File: config.mk
export PLATFORM = sky130hd
export DESIGN_NAME = synch_fifo_param
export DESIGN_NICKNAME = d
export VERILOG_FILES = /design/src/rtl/synch_fifo_param.sv
export SDC_FILE = /design/constraint.sdc
export NUM_CORES = 1
export LEC_CHECK = 0
export CORE_AREA = 10 10 125 173
export CTS_CLUSTER_SIZE = 28
export DETAILED_ROUTE_END_ITERATION = 10
export DIE_AREA = 0 0 135 183
export DONT_BUFFER_PORTS = 1
export SYNTH_ARGS = -nofsm -noshare
export SYNTH_HDL_FRONTEND = slang
export SYNTH_SLANG_ARGS = --single-unit
File: constraint.sdc
create_clock -name clk -period 2.7 [get_ports clk]
set_input_delay 0.135 -clock clk [delete_from_list [all_inputs] [get_ports clk]]
set_output_delay 0.135 -clock clk [all_outputs]
set_load 0.02 [all_outputs]
File: src/rtl/synch_fifo_param.sv
// synch_fifo_param: parametrised single-clock FIFO.
// Provides an occupancy count, a free-space count, threshold flags, a
// synchronous flush and sticky overflow/underflow flags.
// Optional build macro: SYNCH_FIFO_FWFT_EN selects first-word fall-through
// reads. When it is left undefined, reads use a 1-cycle registered output.
// Full and empty are decided from the entry count, never from pointer
// equality. This lets every pointer value be used for storage.
module synch_fifo_param #(
    parameter int DATA_W    = 16,
    parameter int DEPTH     = 8,
    parameter int ADDR_W    = $clog2(DEPTH),
    parameter int AF_THRESH = DEPTH - 2,
    parameter int AE_THRESH = 2
) (
    input  logic              clk,
    input  logic              reset,
    input  logic              flush,
    input  logic              wr_en,
    input  logic [DATA_W-1:0] write_data,
    input  logic              rd_en,
    output logic [DATA_W-1:0] read_data,
    output logic              full,
    output logic              empty,
    output logic              full_nxt,
    output logic              empty_nxt,
    output logic              almost_full,
    output logic              almost_empty,
    output logic [ADDR_W:0]   data_avail,
    output logic [ADDR_W:0]   room_avail,
    output logic              overflow,
    output logic              underflow
);

    // Count-width constants. The comparisons are done at the same width
    // as the counter itself.
    localparam logic [ADDR_W:0]   DEPTH_C = (ADDR_W+1)'(DEPTH);
    localparam logic [ADDR_W:0]   AF_C    = (ADDR_W+1)'(AF_THRESH);
    localparam logic [ADDR_W:0]   AE_C    = (ADDR_W+1)'(AE_THRESH);
    localparam logic [ADDR_W:0]   CNT_ONE = (ADDR_W+1)'(1);
    localparam logic [ADDR_W-1:0] PTR_ONE = ADDR_W'(1);

    // Storage array. It has no reset, so it maps onto RAM resources.
    logic [DATA_W-1:0] mem [DEPTH];

    logic [ADDR_W-1:0] wr_ptr_reg,  wr_ptr_next;
    logic [ADDR_W-1:0] rd_ptr_reg,  rd_ptr_next;
    logic [ADDR_W:0]   count_reg,   count_next;
    logic [ADDR_W:0]   room_reg;
    logic              full_reg,    empty_reg;
    logic              afull_reg,   aempty_reg;
    logic              ovf_reg,     ovf_next;
    logic              unf_reg,     unf_next;
    logic [DATA_W-1:0] rd_data_reg;
    logic              wr_acc,      rd_acc;
    logic              afull_next,  aempty_next;

    // Acceptance, next pointers, next count and sticky error flags.
    // A flush overrides any read or write in the same cycle.
    always_comb begin
        wr_acc      = wr_en & ~full_reg;
        rd_acc      = rd_en & ~empty_reg;
        wr_ptr_next = wr_ptr_reg;
        rd_ptr_next = rd_ptr_reg;
        count_next  = count_reg;
        ovf_next    = ovf_reg | (wr_en & full_reg);
        unf_next    = unf_reg | (rd_en & empty_reg);
        if (flush) begin
            wr_ptr_next = '0;
            rd_ptr_next = '0;
            count_next  = '0;
            ovf_next    = 1'b0;
            unf_next    = 1'b0;
        end else begin
            if (wr_acc) begin
                wr_ptr_next = wr_ptr_reg + PTR_ONE;
            end
            if (rd_acc) begin
                rd_ptr_next = rd_ptr_reg + PTR_ONE;
            end
            case ({wr_acc, rd_acc})
                2'b10:   count_next = count_reg + CNT_ONE;
                2'b01:   count_next = count_reg - CNT_ONE;
                default: count_next = count_reg;
            endcase
        end
    end

    // Flag look-ahead. These values are loaded into the flag registers
    // on the next edge.
    always_comb begin
        full_nxt    = (count_next == DEPTH_C);
        empty_nxt   = (count_next == '0);
        afull_next  = (count_next >= AF_C);
        aempty_next = (count_next <= AE_C);
    end

    // Pointer, count and flag state. The reset is asynchronous and
    // active-low.
    always_ff @(posedge clk or negedge reset) begin
        if (!reset) begin
            wr_ptr_reg <= '0;
            rd_ptr_reg <= '0;
            count_reg  <= '0;
            room_reg   <= DEPTH_C;
            full_reg   <= 1'b0;
            empty_reg  <= 1'b1;
            afull_reg  <= 1'b0;
            aempty_reg <= 1'b1;
            ovf_reg    <= 1'b0;
            unf_reg    <= 1'b0;
        end else begin
            wr_ptr_reg <= wr_ptr_next;
            rd_ptr_reg <= rd_ptr_next;
            count_reg  <= count_next;
            room_reg   <= DEPTH_C - count_next;
            full_reg   <= full_nxt;
            empty_reg  <= empty_nxt;
            afull_reg  <= afull_next;
            aempty_reg <= aempty_next;
            ovf_reg    <= ovf_next;
            unf_reg    <= unf_next;
        end
    end

    // Memory write port. A write in a flush cycle is dropped.
    always_ff @(posedge clk) begin
        if (wr_acc && !flush) begin
            mem[wr_ptr_reg] <= write_data;
        end
    end

`ifdef SYNCH_FIFO_FWFT_EN
    // Next head word after this edge. If the slot being written now
    // becomes the head, the incoming data bypasses the array. This
    // happens when the FIFO is empty or is draining its last entry.
    logic [DATA_W-1:0] head_next;

    always_comb begin
        head_next = mem[rd_ptr_next];
        if (wr_acc && (wr_ptr_reg == rd_ptr_next)) begin
            head_next = write_data;
        end
    end

    // Output register that tracks the head entry. It holds its last
    // value while the FIFO is empty.
    always_ff @(posedge clk or negedge reset) begin
        if (!reset) begin
            rd_data_reg <= '0;
        end else if (!empty_nxt) begin
            rd_data_reg <= head_next;
        end
    end
`else
    // Registered read port. It loads only on an accepted read and
    // otherwise holds its value, including during a flush.
    always_ff @(posedge clk or negedge reset) begin
        if (!reset) begin
            rd_data_reg <= '0;
        end else if (rd_acc && !flush) begin
            rd_data_reg <= mem[rd_ptr_reg];
        end
    end
`endif

    assign read_data    = rd_data_reg;
    assign full         = full_reg;
    assign empty        = empty_reg;
    assign almost_full  = afull_reg;
    assign almost_empty = aempty_reg;
    assign data_avail   = count_reg;
    assign room_avail   = room_reg;
    assign overflow     = ovf_reg;
    assign underflow    = unf_reg;

endmodule

==> results.md, run 1 <==
* DP Area at 0.006753 mm2
* Hold path depth at 2
* Post-route DRC at 0
* Slew headroom at 0.5437
* Crit path top cell by count: buf_4
* Gp weighted congestion at 0.7477
* Vias/cell at 4.874
* DRT antenna net count at 0
* Top FF cell, synth: edfxtp_1
* Initial antenna violation count at 2
* RSZ-0062 raised after global routing: yes
* Crit end category: primary output
* GRT Total Usage at 0.1078
* TritonRoute pass-1 iters at 5
* Syn_nets at 368
* Fin. max-slew vios at 0
* Hold path endpoint: almost_empty$_DFF_PN1_
* Seq cells post-synth at 163
* Leakage Power at 2.694 nW
* Final Non-Filler Cells at 667
* Clock Skews at 6.421 ps
* PortBufs at 0
* Clock Sinks at 163
* Area share of the largest cell type after synthesis at 0.6057
* Setup violations, final at 2
* Worst setup margin at -81.57 ps
* Slew @ Worst Pin at 684.4 ps
* Layout area overhead at 24.13%
* Status: finished with violations
* WL final at 12920 um
* Final nets at 435
* Syn_area_per_cell at 18.61 um2
* Reg2reg start: empty$_DFF_PN1_
* Largest area contributor in the netlist: edfxtp_1
* Rows at 59
* Setup Total Neg Slack at -146.5 ps
* R2r setup slk at 100 ps
* Yosys cell types at 35
* Mapped cell area at 0.006346 mm2
* CP max stage delay at 600 ps
* Buffer and inverter count on the worst path at 3
* Starting density of the core at 0.3452
* Core area at 0.01838 mm2
* Max VDD drop at 0.0005246 V
* HP Start: flush
* Number of global-route vias before repair at 3510
* Biggest register: mem
* HPWL Detailed at 7890 um
* Hold crit path type: in -> reg
* Synth area leaders: edfxtp_1, dfrtp_1, mux4_2
* CP delay by family, top: flip-flops
* WP data required at 2570 ps
* DP Cell Count at 589
* Die X at 135 um
* Die area at 0.02471 mm2
* Vias at 3251
* Num CTS Buffers at 17
* Max Cap Viol at 0
* Root Buffer: clkbuf_16
* Violated checks: setup timing
* # IOs at 53
* First-pass GRT wire length at 20260 um
* Final hold vios at 0
* Number of flops mapped to enable cells by yosys at 128
* FF-to-FF End: room_avail[1]$_DFF_PN0_
* Remaining Overflow, GRT at 0
* Design Area, Final at 0.007878 mm2
* Sequential fraction of the synthesis area at 0.7443
* Drt wl/cell at 19.37 um
* Clk pin slew, worst setup/hold paths at 60 ps
* Latest clock arrival within the worst-skew pair at 410 ps
* Crit Path Max Fanout at 6
* Gate Count Post-Synth at 341
* Vert. Die Dim at 183 um
* Yosys warning total at 0
* Slowest cell on the critical path: dfstp_2
* Final min period at 2782 ps
* Critical Path, Cell by Cell: nand2b_4, inv_8, nand2_4, xnor2_2, ha_2, a21oi_2, a21boi_2, nor3_2, xnor2_1, buf_4, nor4b_2, buf_4
* Layout cells sized above 1 at 0.3064
* CTS tree: yes
* Initial drt markers at 231
* Setup CP Type: reg -> out
* Largest net degree at the start of global routing at 36
* PD cells at 900.1 mW/mm2
* Fmax at 0.3595 GHz
* # H-tree levels at 4
* Critical Path AT at 2650 ps
* Async S/R FF share, synth at 0.2147
* Final period utilization at 1.030
* Max FFs per register at 128
* CTS max path bufs at 2
* Reg2reg path depth at 10
* Layout fillers at 1594
* Startpoint Class: register
* Pre-CTS setup slack at 125.1 ps
metal layers:
metal	vias to the layer above	wire (um)	global-route usage
li1	1461	-	-
met1	1685	5024	0.1189
met2	83	6751	0.1810
met3	22	840	0.03966
met4	0	307	0.04965
met5	-	0	0
layout by cell type (no fill, tap or decap), types with 3 or more instances in the layout:
master,n
edfxtp_1,128
buf_4,34
nor2_1,32
mux4_2,32
dfrtp_1,30
dlygate4sd3_1,29
a21oi_1,23
mux2i_1,17
clkbuf_16,17
nand2_1,8
inv_6,6
nor3_2,4
xnor2_1,4
inv_1,3
nor2_2,3
xor2_1,3
ha_1,3
dfstp_2,3
through the flow:
| step | power, W | utilization | hold WS (ps) |
|---|---|---|---|
| final | 0.007091 | 0.4286 | 50.68 |
| after global routing | 0.007428 | 0.4286 | 30.81 |
| after CTS | 0.007099 | 0.4228 | 6.665 |
| after detailed placement | 0.004490 | 0.3674 | -159.0 |
| after global placement | 0.004453 | 0.3674 | -159.3 |
| after floorplan | 0.004174 | - | -160.6 |
logic make-up (layout without fill, tap and decap cells):
family / count (synthesis) / in the layout / synth area share
buf+inv: 23 / 103 / 0.01794
simple gates: 59 / 59 / 0.04377
compound gates: 32 / 32 / 0.02938
flops: 163 / 163 / 0.7443
mux: 49 / 49 / 0.1404
xor+xnor: 9 / 9 / 0.01242
other cells: 0 / 2 / 0
fa+ha+maj: 6 / 6 / 0.01183
power breakdown:
part / switching [W] / internal (W)
registers: 0.000439 / 0.00296
clock network: 0.000972 / 0.00141
logic: 0.000623 / 0.000693
total: 0.00203 / 0.00506
area by class of cell:
cell class	instances	area [um2]	share of cell area
well taps	244	305.3	0.03875
flip-flops and latches	163	4726	0.5999
repair buffers	66	598.1	0.07592
diodes	2	5.005	0.0006353
multi-input cells	155	1624	0.2062
clock inverters	13	147.6	0.01874
inverters	5	28.78	0.003653
clock buffers	19	442.9	0.05623
cell usage after synthesis (2+ instances only):
library cell,number
buf_4,2
a21oi_1,24
inv_1,3
nor2_1,35
edfxtp_1,128
mux4_2,32
nand2_1,9
buf_2,5
inv_2,2
xnor2_1,6
dfstp_2,3
ha_1,6
nand2b_1,2
nor3_1,5
mux2i_1,17
clkbuf_1,9
nor3b_1,2
xor2_1,3
dfrtp_1,32
worst reg2reg max path: stages (launching register included):
cell	delay (ps)
dfstp_2	600
nand2b_4	190
inv_8	50
nand2_4	50
xnor2_2	70
ha_2	350
mux2i_1	80
nor2_2	210
inv_1	60
ha_2	260
dlygate4sd3_1	570
worst max-delay path by stage:
stage | start | end | slack, ps | cells past startpoint
after floorplan | empty$_DFF_PN1_ | full$_DFF_PN0_ | 160 | 9
after global placement | empty$_DFF_PN1_ | full_nxt | 240 | 12
after detailed placement | empty$_DFF_PN1_ | empty_nxt | 130 | 10
after CTS | empty$_DFF_PN1_ | full_nxt | -110 | 12
after global routing | empty$_DFF_PN1_ | full_nxt | -230 | 12
final | empty$_DFF_PN1_ | full_nxt | -80 | 12
what timing repair did:
action | in CTS | in global routing
endpoints found under the hold margin | 180 | 0
hold buffers | 31 | 0
pin swaps | 7 | 9
setup buffers | 5 | 8
endpoints found under the setup margin | 2 | 4
resized for setup | 18 | 8
Power figures use the tool's default switching activity.
==> inputs of run 2 (changes only) <==
ABC_AREA = 1   (was unset)
CORE_AREA = 10 10 127 175   (was 10 10 125 173)
DIE_AREA = 0 0 137 185   (was 0 0 135 183)
SKIP_LAST_GASP = 1   (was unset)
==> results.md, run 2 <==
* Crit Path Max Fanout at 7 (+1)
* Top-count cell post-synth: edfxtp_1
* Critical Path AT at 2420 ps (-230 ps)
* Biggest register: mem
* Syn_nets at 513 (+39%)
* Clk pin slew, worst setup/hold paths at 60 ps (about the same)
* Clock Skews at 6.404 ps (-0.01757 ps)
* Rows at 60 (+1.7%)
* WP data required at 2570 ps (about the same)
* DRT antenna net count at 0 (unchanged)
* First-pass GRT wire length at 22850 um (+13%)
* Remaining Overflow, GRT at 0 (unchanged)
* Top Usage Layer GRT: met2
* DP Area at 0.006865 mm2 (+1.7%)
* Drt wl/cell at 18.86 um (-2.7%)
* # H-tree levels at 4 (unchanged)
* HP Start: rd_en
* GRT Total Usage at 0.1183 (+0.01057)
* PD cells at 925.2 mW/mm2 (+2.8%)
* Seq cells post-synth at 163 (unchanged)
* Starting density of the core at 0.3431 (-0.002135)
* Global Route met2 Usage at 0.2090 (+0.02796)
* Synth Area in Simple Gates at 0.1065 (+0.06275)
* TritonRoute pass-1 iters at 4 (-1)
* Status: completed
* Vias at 3909 (+20%)
* Layout fillers at 1780 (+12%)
* Setup CP Type: reg -> out
* CTS tree: yes
* Met3 Use GR at 0.02739 (-0.01227)
* Vias/cell at 5.005 (+2.7%)
* # IOs at 53 (unchanged)
* Yosys cell types at 28 (-20%)
* Synth area leaders: edfxtp_1, dfrtp_1, nor2_1
* Syn_area_per_cell at 13.46 um2 (-28%)
* Top FF cell, synth: edfxtp_1
* Number of flops mapped to enable cells by yosys at 128 (unchanged)
* Hold Worst Slack at 33.97 ps (-16.71 ps)
* Met1 global-route usage at 0.1344 (+0.01551)
* Hold crit path type: in -> reg
* Synth Area in Adders at 0.01147 (-0.0003552)
* Clock Sinks at 163 (unchanged)
* Slew @ Worst Pin at 844.8 ps (+160.4 ps)
* Crit end category: primary output
* Largest area contributor in the netlist: edfxtp_1
* Mux contribution to synthesized area at 0.03519 (-0.1052)
* Initial antenna violation count at 1 (-1)
* Final hold vios at 0 (unchanged)
* HPWL Detailed at 8950 um (+13%)
* Design Area, Final at 0.007719 mm2 (-2.0%)
* Gp weighted congestion at 0.7848 (+5.0%)
* Startpoint Class: register
* Core area at 0.01907 mm2 (+3.7%)
* Async S/R FF share, synth at 0.2147 (unchanged)
* Reg2reg start: empty$_DFF_PN1_
* Root Buffer: clkbuf_16
* Final period utilization at 0.9479 (-0.08235)
* Layout area overhead at 17.98%
* Largest family of logic cells by synthesized area: simple AND/OR/NAND/NOR gates
* Largest net degree at the start of global routing at 68 (+89%)
* DP Cell Count at 726 (+23%)
* Slew headroom at 0.4368 (-0.1069)
* Latest clock arrival within the worst-skew pair at 410 ps (about the same)
* Compound-Gate Fraction of Synth Area at 0.08816 (+0.05879)
* Xor/xnor share of the synthesized area at 0.002677 (-0.009744)
* Final nets at 546 (+26%)
* Max Cap Viol at 0 (unchanged)
* WL final at 14730 um (+14%)
* Gate Count Post-Synth at 486 (+43%)
* Max VDD drop at 0.0004318 V (-18%)
* Layout cells sized above 1 at 0.1635 (-0.1429)
* Fin. max-slew vios at 0 (unchanged)
* Yosys warning total at 0 (unchanged)
* Die X at 137 um (+1.5%)
* Critical Path Source: empty$_DFF_PN1_
* Sequential fraction of the synthesis area at 0.7219 (-0.02235)
* Mapped cell area at 0.006543 mm2 (+3.1%)
* Setup Total Neg Slack at 0 ps (+146.5 ps)
* RSZ-0062 raised after global routing: no
* Die area at 0.02535 mm2 (+2.6%)
* Setup violations, final at 0 (-2)
* Num CTS Buffers at 17 (unchanged)
* Max FFs per register at 128 (unchanged)
* Most frequent cells in the layout: edfxtp_1, nor2_1, nand2_1
* Post-route DRC at 0 (unchanged)
* Initial drt markers at 346 (+50%)
* Area share of the largest cell type after synthesis at 0.5875 (-0.01819)
* PortBufs at 0 (unchanged)
* Final min period at 2559 ps (-222.3 ps)
* Most common cell after layout, fill and taps aside: edfxtp_1
* Vert. Die Dim at 185 um (+1.1%)
* CTS max path bufs at 2 (unchanged)
* Fmax at 0.3907 GHz (+8.7%)
* Number of global-route vias before repair at 4042 (+15%)
* Synth top cells by count: edfxtp_1, nor2_1, nand2_1
* Final Non-Filler Cells at 781 (+17%)
* Leakage Power at 2.781 nW (+3.2%)
run 2: changes by cell type after synthesis, moves of 17 or more:
cell      before  now
mux4_2        32    0
o21ai_0        1   39
nand2_1        9   53
o221ai_1       0   23
inv_1          3   20
nor2_1        35   71
a21oi_1       24    5
run 2: metrics by stage:
stage	setup slack, ps	total power [W]	utilization
2_1_floorplan	453.6	0.004388	-
3_3_place_gp	319.7	0.004684	0.3600
3_5_place_dp	205.5	0.004731	0.3600
4_1_cts	15.11	0.007190	0.4036
5_1_grt	18.02	0.007503	0.4048
6_report	140.8	0.007141	0.4048
run 2: layer usage:
layer / up-vias / wire length (um)
met5: - / 0
met3: 15 / 665
met1: 1969 / 5929
met2: 86 / 7917
met4: 0 / 218
li1: 1839 / -
run 2: final timing paths:
kind | cells past startpoint | slack, ps | end
min reg2reg | 2 | 590 | wr_ptr_reg[0]$_DFFE_PN0P_
max in group asynchronous | 2 | 2250 | empty$_DFF_PN1_
min | 4 | 30 | rd_ptr_reg[2]$_DFFE_PN0P_
max | 12 | 140 | full_nxt
min in group asynchronous | 2 | 200 | data_avail[3]$_DFF_PN0_
max reg2reg | 10 | 370 | almost_full$_DFF_PN0_
run 2: final cells by class:
class                   instances  area (um2)  area share
diodes                          1       2.502   0.0003242
clock buffers                  18       429.2     0.05560
clock inverters                14       152.6     0.01978
inverters                      25       93.84     0.01216
multi-input cells             273        1637      0.2120
flip-flops and latches        163        4726      0.6123
well taps                     248       310.3     0.04020
repair buffers                 39       367.9     0.04766
run 2: critical path: stages (launching register included):
cell and delay [ps]:
dfstp_2 660, nor2_8 90, nand2_4 70, nand2_2 60, nand2_2 80, inv_1 50, ha_1 280, nor2_2 50
nor3_2 230, inv_2 90, ha_4 170, nand2_2 110, nor2_4 70
run 2: what timing repair did:
item,CTS,global route
hold buffers,21,0
setup buffers,1,0
endpoints found under the hold margin,179,0
pin swaps,1,2
gates resized for setup,7,6
endpoints found under the setup margin,2,2
run 2: cell families (layout without fill, tap and decap cells):
| group | count (synthesis) | after routing |
|---|---|---|
| other | 0 | 1 |
| AND/OR/NAND/NOR | 156 | 156 |
| AO/OA/AOI/OAI | 86 | 86 |
| multiplexers | 23 | 23 |
| buffers and inverters | 50 | 96 |
| XOR/XNOR | 2 | 2 |
| adder cells (fa/ha/maj) | 6 | 6 |
| flip-flops | 163 | 163 |
run 2: report_power, final:
part | leakage [nW] | internal (W) | switching [W] | total [W]
Clock | 0.281 | 0.00138 | 0.000973 | 0.00235
Sequential | 1.59 | 0.00300 | 0.000433 | 0.00343
Combinational | 0.906 | 0.000480 | 0.000881 | 0.00136
==> inputs of run 3 (changes only) <==
clock period = 3.32 ns   (was 2.7 ns; I/O delays follow)
==> results.md, run 3 (synthesized netlist as in run 2, its figures left out) <==
* Max FFs per register at 128 (unchanged)
* Drt wl/cell at 18.67 um (-1.0%)
* Number of global-route vias before repair at 4063 (+0.52%)
* # resized after CTS at 0 (-7)
* Design Area, Final at 0.007612 mm2 (-1.4%)
* Setup violations, final at 0 (unchanged)
* PortBufs at 0 (unchanged)
* Initial antenna violation count at 1 (unchanged)
* # IOs at 53 (unchanged)
* Setup Total Neg Slack at 0 ps (unchanged)
* Startpoint Class: register
* # H-tree levels at 4 (unchanged)
* Die area at 0.02535 mm2 (unchanged)
* Setup bufs post-CTS at 0 (-1)
* Clock Sinks at 163 (unchanged)
* Final period utilization at 0.8708
* CP max stage delay at 480 ps (-180 ps)
* Vias at 3843 (-1.7%)
* Core area at 0.01907 mm2 (unchanged)
* Latest clock arrival within the worst-skew pair at 420 ps (about the same)
* Num CTS Buffers at 17 (unchanged)
* WP data required at 3150 ps (+580 ps)
* GRT Total Usage at 0.1194 (+0.001028)
* Root Buffer: clkbuf_16
* Vias/cell at 4.952 (-1.1%)
* Clk pin slew, worst setup/hold paths at 70 ps (about the same)
* Sequential cell area at 0.004725 mm2 (about the same)
* Status: completed
* Hold path depth at 3 (-1)
* Max Cap Viol at 0 (unchanged)
* Largest net degree at the start of global routing at 67 (-1.5%)
* Reg2reg path depth at 10 (unchanged)
* Vert. Die Dim at 185 um (unchanged)
* Layout cells sized above 1 at 0.1404 (-0.02312)
* Leakage Power at 2.739 nW (-1.5%)
* First-pass GRT wire length at 22840 um (about the same)
* Most frequent cells in the layout: edfxtp_1, nor2_1, nand2_1
* Setup CP Type: reg -> out
* Post-route DRC at 0 (unchanged)
* Biggest register: mem
* Post-CTS Hold Fix Bufs at 21 (unchanged)
* Critical Path, Cell by Cell: inv_1, nand2_2, nand3_2, nand2_2, inv_1, ha_1, nor2_1, nor3_1, inv_1, ha_1, nand2_1, nor2_1
* CTS tree: yes
* Initial drt markers at 301 (-13%)
* Final min period at 2891 ps
* Final nets at 541 (-0.92%)
* Layout fillers at 1783 (+0.17%)
* Crit Path Max Fanout at 8 (+1)
* Clock Skews at 9.610 ps (+3.206 ps)
* Layout area overhead at 16.35%
* WL final at 14490 um (-1.6%)
* HPWL Detailed at 8808 um (-1.6%)
* RSZ-0062 raised after global routing: no
* Hold crit path type: in -> reg
* PD cells at 744.5 mW/mm2 (-20%)
* Rows at 60 (unchanged)
* Gp weighted congestion at 0.7603 (-3.1%)
* Critical Path AT at 2730 ps (+310 ps)
* Area of the multi-input gates at 0.001597 mm2 (-2.4%)
* Crit end category: primary output
* Slowest cell on the critical path: dfrtp_1
* Starting density of the core at 0.3431 (unchanged)
* Fin. max-slew vios at 0 (unchanged)
* TritonRoute pass-1 iters at 4 (unchanged)
* Crit path top cell by count: inv_1
* Most common cell after layout, fill and taps aside: edfxtp_1
* DP Area at 0.006823 mm2 (-0.62%)
* CTS max path bufs at 2 (unchanged)
* Max VDD drop at 0.0003753 V (-13%)
* Fmax at 0.3459 GHz
* Final hold vios at 0 (unchanged)
* Slew @ Worst Pin at 1088 ps (+243.3 ps)
* DRT antenna net count at 0 (unchanged)
* Slew headroom at 0.2738 (-0.1630)
* Remaining Overflow, GRT at 0 (unchanged)
* Die X at 137 um (unchanged)
[run 3: worst paths after layout]
path | start | end | slack [ps]
hold / removal | flush | wr_ptr_reg[1]$_DFFE_PN0P_ | 6
hold reg to reg | rd_ptr_reg[0]$_DFFE_PN0P_ | rd_ptr_reg[0]$_DFFE_PN0P_ | 530
min in group asynchronous | reset | underflow$_DFF_PN0_ | 210
setup / recovery | full$_DFF_PN0_ | full_nxt | 430
max in group asynchronous | reset | almost_empty$_DFF_PN1_ | 2860
setup reg to reg | empty$_DFF_PN1_ | almost_full$_DFF_PN0_ | 830
[run 3: critical path: cells and delay by family, from the launching register on]
kind          cells  cell delay (ps)
buf+inv           3              280
flops             1              480
fa+ha+maj         2              490
simple gates      7             1040
[run 3: power by group]
group,switching (W),internal (W)
Combinational,0.000656,0.000344
Sequential,0.000375,0.00244
Clock,0.000796,0.00106
[run 3: layout make-up]
| class | count | area share |
|---|---|---|
| clock inverter | 14 | 0.01677 |
| timing repair buffer | 34 | 0.04175 |
| sequential | 163 | 0.6206 |
| tap | 248 | 0.04076 |
| clock buffer | 18 | 0.05769 |
| antenna | 1 | 0.0003287 |
| multi-input combinational | 273 | 0.2097 |
| inverter | 25 | 0.01233 |
[run 3: per-stage QoR]
step             util  setup WS (ps)  total power [W]  instances  hold WS (ps)
2_1_floorplan       -           1074         0.003569        486        -129.6
3_3_place_gp   0.3578          936.5         0.003791        722        -127.8
3_5_place_dp   0.3578          814.5         0.003825        722        -127.9
4_1_cts        0.3991          390.0         0.005730        775        0.3444
5_1_grt        0.3992          134.3         0.005970        776         4.271
6_report       0.3992          428.9         0.005668        776         5.895
[run 3: routing by layer]
layer	wire [um]	up-vias	GRT usage
met5	0	-	0
met4	302	0	0.04691
met3	528	21	0.03118
met2	8123	64	0.2229
met1	5534	1937	0.1221
li1	-	1821	-
